<file path="src/rtl/cache_controller.sv">
// cache_controller
//   Sequencing FSM between a CPU request port, a direct-mapped cache and main
//   memory. Reads look up the cache and, on a miss, fetch the block from
//   memory and fill the cache line. Writes go straight through to memory
//   and invalidate the cached line. Saturating hit/miss statistics are kept.
//
//   State table:
//     IDLE     | waiting for cpu_req; latches address/data on accept
//     LOOKUP   | one-cycle cache lookup, decides hit or miss
//     MEM_READ | block fetch from memory, held until mem_ready
//     FILL     | one-cycle write of the fetched block into the cache line
//     WRITE    | write-through to memory, held until mem_ready
//     RESPOND  | one-cycle cpu_ready completion pulse
//
// Ports:
//   clk, rst                 system clock, async active-high reset
//   cpu_req/we/addr/wdata    CPU request (sampled only in IDLE)
//   cpu_rdata, cpu_ready     CPU response (registered data, 1-cycle pulse)
//   cache_*                  cache lookup / fill / invalidate interface
//   mem_*                    main memory read/write handshake
//   hit_count, miss_count    saturating read hit/miss statistics

module cache_controller #(
    parameter int ADDR_W = 15,
    parameter int WORD_W = 32,
    parameter int CNT_W  = 16
) (
    input  logic              clk,
    input  logic              rst,
    input  logic              cpu_req,
    input  logic              cpu_we,
    input  logic [ADDR_W-1:0] cpu_addr,
    input  logic [WORD_W-1:0] cpu_wdata,
    output logic [WORD_W-1:0] cpu_rdata,
    output logic              cpu_ready,
    output logic [ADDR_W-1:0] cache_addr,
    output logic              cache_read_en,
    output logic              cache_fill_en,
    output logic              cache_invalidate,
    input  logic              cache_hit,
    input  logic [WORD_W-1:0] cache_rdata,
    output logic [ADDR_W-1:0] mem_addr,
    output logic [WORD_W-1:0] mem_wdata,
    output logic              mem_read_en,
    output logic              mem_write_en,
    input  logic              mem_ready,
    input  logic [WORD_W-1:0] mem_rdata,
    output logic [CNT_W-1:0]  hit_count,
    output logic [CNT_W-1:0]  miss_count
);

    typedef enum logic [2:0] {
        IDLE     = 3'd0,
        LOOKUP   = 3'd1,
        MEM_READ = 3'd2,
        FILL     = 3'd3,
        WRITE    = 3'd4,
        RESPOND  = 3'd5
    } state_t;

    state_t              state;
    state_t              state_next;
    logic [ADDR_W-1:0]   addr_q;
    logic [WORD_W-1:0]   wdata_q;
    // Marks the first WRITE cycle so the invalidate strobe is a single pulse
    // even when the memory write stalls for many cycles.
    logic                inv_pending;

    always_ff @(posedge clk or posedge rst) begin
        if (rst) begin
            state <= IDLE;
        end else begin
            state <= state_next;
        end
    end

    always_comb begin
        state_next = state;
        case (state)
            IDLE: begin
                if (cpu_req) begin
                    state_next = cpu_we ? WRITE : LOOKUP;
                end
            end
            LOOKUP: begin
                state_next = cache_hit ? RESPOND : MEM_READ;
            end
            MEM_READ: begin
                if (mem_ready) begin
                    state_next = FILL;
                end
            end
            FILL: begin
                state_next = RESPOND;
            end
            WRITE: begin
                if (mem_ready) begin
                    state_next = RESPOND;
                end
            end
            RESPOND: begin
                state_next = IDLE;
            end
            default: begin
                state_next = IDLE;
            end
        endcase
    end

    always_ff @(posedge clk or posedge rst) begin
        if (rst) begin
            addr_q      <= '0;
            wdata_q     <= '0;
            inv_pending <= 1'b0;
            cpu_rdata   <= '0;
            hit_count   <= '0;
            miss_count  <= '0;
        end else begin
            case (state)
                IDLE: begin
                    if (cpu_req) begin
                        addr_q      <= cpu_addr;
                        wdata_q     <= cpu_wdata;
                        inv_pending <= cpu_we;
                    end
                end
                LOOKUP: begin
                    if (cache_hit) begin
                        cpu_rdata <= cache_rdata;
                        if (hit_count != {CNT_W{1'b1}}) begin
                            hit_count <= hit_count + 1'b1;
                        end
                    end else begin
                        if (miss_count != {CNT_W{1'b1}}) begin
                            miss_count <= miss_count + 1'b1;
                        end
                    end
                end
                MEM_READ: begin
                    if (mem_ready) begin
                        cpu_rdata <= mem_rdata;
                    end
                end
                WRITE: begin
                    inv_pending <= 1'b0;
                end
                default: begin
                end
            endcase
        end
    end

    // Moore strobes: decoded from registered state only.
    assign cache_read_en    = (state == LOOKUP);
    assign mem_read_en      = (state == MEM_READ);
    assign cache_fill_en    = (state == FILL);
    assign mem_write_en     = (state == WRITE);
    assign cache_invalidate = (state == WRITE) && inv_pending;
    assign cpu_ready        = (state == RESPOND);

    assign cache_addr = addr_q;
    assign mem_addr   = addr_q;
    assign mem_wdata  = wdata_q;

endmodule

</file>
<file path="config.mk">
export PLATFORM = sky130hd
export DESIGN_NAME = cache_controller
export DESIGN_NICKNAME = d
export VERILOG_FILES = /design/src/rtl/cache_controller.sv
export SDC_FILE = /design/constraint.sdc
export NUM_CORES = 1
export LEC_CHECK = 0
export CORE_ASPECT_RATIO = 0.7
export CORE_MARGIN = 2
export CORE_UTILIZATION = 44
export DETAILED_ROUTE_END_ITERATION = 8
export PLACE_DENSITY = 0.86
export SETUP_SLACK_MARGIN = 0.1
export SLEW_MARGIN = 20
export SYNTH_ARGS = -nofsm -noshare
export SYNTH_HDL_FRONTEND = slang
export SYNTH_SLANG_ARGS = --single-unit
</file>
<file path="constraint.sdc">
create_clock -name clk -period 10.2 [get_ports clk]
set_input_delay 1.02 -clock clk [delete_from_list [all_inputs] [get_ports clk]]
set_output_delay 1.02 -clock clk [all_outputs]
set_load 0.03 [all_outputs]
</file>
==> results.yml <==
run_status:
  status: "finished, final reports clean"
place:
  gp_congestion: 0.843
  placed_area_um2: 7730
  dp_hpwl_mm: 10.9
  dp_cells: 814
  pre_cts_ws_ns: 6.90
  io_buffers: 248
global_route:
  grt_overflow: 0
  grt_max_degree: 68
  grt_pass1_wl_mm: 22.1
  track_usage_pct: 22.9
  antenna_found_initial: 0
  grt_pass1_vias: 4271
cells_and_area:
  nets: 799
  final_core_util_pct: 74.7
  final_cells: 845
  flow.area_growth_from_synthesis_pct: 62.8
  final_area_um2: 8370
  nFillCells: 737
  drive_gt1_share_pct: 13.7
  antenna_cells: 0
worst_setup_path:
  start_kind: "flip-flop"
  cp_max_fo: 33
  cpPeakStageDelay_ns: 0.78
  crit_chain: "nand2b_1 -> nor2_4 -> buf_4 -> clkdlybuf4s50_1"
  cp.arrival_ns: 2.58
  ff2ff_path_depth: 4
  rrSetupSlack_ns: 7.77
  critPathCaptureType: "output pin"
  worst_ep_required_time_ns: 9.18
  crit_type: "flip-flop to output pin"
  timing.rr.start: "state[0]$_DFFE_PP0P_"
  worst_r2r_endpoint: "miss_count[9]$_DFFE_PP0P_"
  cp_slowest_cell: "clkdlybuf4s50_1"
logic_synthesis:
  async_flop_share_pct: 100
  synth_cells: 440
  ys.warnings.count: 0
  netlist_top_cells_area: "dfrtp_1 (56%), mux2_2 (11%), mux2i_1 (6.2%)"
  synth.most_common_cell: "dfrtp_1"
  yosysTopAreaCellShare_pct: 56.0
  yosys_most_used_dff: "dfrtp_1"
  ys_types: 40
  post_synth.cell_area_avg_um2: 11.7
  synth_top_area_cell: "dfrtp_1"
  synth_seq_cells: 115
  synth.top_cells.by_count: "dfrtp_1 (115), mux2_2 (51), nand2_1 (47), o21ai_0 (35), mux2i_1 (32)"
  netlist_area_um2: 5140
  synth-edff-count: 0
  synth_seq_area_share_pct: 56.0
  syn-num-nets: 559
clock_tree:
  cts.path.max_buffers: 2
  cts.sink_count: 115
  numCtsBuffers: 17
  htreeDepth: 4
  cts_resized: 0
  clock_latency_ns: 0.40
  hold_buffers: 0
  cts.clk_slew.worst_paths_ns: 0.05
  cts_tree: "done"
  ctsRootBufferMaster: "clkbuf_16"
  post-cts-setup-buffers: 0
floorplan:
  die_w_um: 133
  coreArea_um2: 11200
  rows: 32
  start_util_pct: 45.9
  die_h_um: 94.5
  dieArea_um2: 12600
  io_pins: 249
timing:
  max_freq_mhz: 277
  setup_slack_ns: 6.60
  finalHoldViolCount: 0
  tns_ns: 0
  relSlewSlack_pct: 43.1
  worst-slew-pin-transition_ns: 0.854
  maxSlewViolCount: 0
  rsz0062_at_grt: "false"
  period_share_pct: 35.3
  finalHoldWorstSlack_ns: 0.479
  period_minus_slack_ns: 3.60
  fin_skew_ns: 0.00506
  setup-violations-final: 0
power_and_ir_drop:
  finalPower_mw: 2.69
  p_leak_nw: 3.47
  power_per_cell_area_nw_per_um2: 321
  ir_drop_mv: 0.233
min_path:
  holdPathStages: 2
  holdPathEnd: "cpu_rdata[1]$_DFFE_PP0P_"
  timing.hold.worst.start: "cpu_rdata[1]$_DFFE_PP0P_"
  worstHoldPathType: "flip-flop to flip-flop"
drt:
  vias_per_cell: 5.02
  drt-total-wl_mm: 14.2
  firstDrtPassIters: 4
  routed-wl-met2_mm: 7.48
  met1Wirelength_mm: 5.40
  wl_met3_mm: 1.10
  vias: 4240
  drtIter0Drc: 121
  routed.top_layer: "met4"
  drc_errors: 0
  ant_nets: 0
  wire_per_inst_um: 16.8
job:
  drv_cap: 0
-- area by class of cell --
class / count / area, um^2 / area share (%)
inverters: 7 / 28.8 / 0.344
repair buffers: 254 / 2550 / 30.4
multi-input cells: 285 / 2080 / 24.9
clock buffers: 22 / 494 / 5.90
clock inverters: 9 / 150 / 1.79
well taps: 153 / 191 / 2.29
flip-flops and latches: 115 / 2880 / 34.4
-- worst max-delay path, delay by kind of cell (launching register included) --
family	cells	cell delay (ns)
simple gates	2	0.41
flops	1	0.53
buf+inv	2	1.24
-- registers in the layout, summed over array words and instances (netlist names) --
name and cells:
mem_wdata 32, hit_count 16, cache_addr 15, cpu_rdata 32, miss_count 16, inv_pending 1, state 3
-- report_power, final --
part / leakage (nW) / internal [mW] / switching [mW]
sequential: 1.43 / 0.637 / 0.134
clock: 0.314 / 0.438 / 0.195
combinational: 1.73 / 0.569 / 0.715
-- metal layers --
layer  track usage (%)  up-vias
li1                  -     2023
met1              25.6     2029
met2              40.8      170
met3              7.73       18
met5                 0        -
met4              9.13        0
-- cells by family after synthesis --
kind of cell | Yosys count | share of synthesized area (%)
muxes | 83 | 17.4
buffers and inverters | 40 | 4.06
AOI/OAI and AO/OA | 53 | 5.64
and+or+nand+nor | 123 | 12.4
DFF | 115 | 56.0
adders and majority gates | 2 | 0.487
xor gates and xnor gates | 24 | 4.09
-- cell usage in the layout, fill, tap and decap left out, types with 3 or more instances in the layout --
master and count:
nand3_1 8, clkbuf_8 5, xor2_1 17, nand2_1 47, clkdlybuf4s50_1 248, bufinv_16 4, nand4_1 9, buf_4 5
clkbuf_16 17, mux2_2 51, a31oi_1 3, nor4_1 5, nor2_1 13, a21oi_1 7, and2_1 4, nor3b_1 5
xnor2_1 7, nor3_1 15, inv_1 6, o21ai_0 35, dfrtp_1 115, clkinv_2 3, mux2i_1 32
-- worst max path at each step --
stage / startpoint / end / slack (ns)
final: state[2]$_DFFE_PP0P_ / mem_read_en / 6.60
after global routing: state[2]$_DFFE_PP0P_ / mem_read_en / 6.47
after CTS: state[2]$_DFFE_PP0P_ / mem_read_en / 6.57
after detailed placement: cache_hit / miss_count[9]$_DFFE_PP0P_ / 6.90
after global placement: cache_hit / miss_count[13]$_DFFE_PP0P_ / 6.97
after floorplan: rst / cache_addr[0]$_DFFE_PP0P_ / 6.14
No activity file was read; power rests on OpenSTA's default activity.
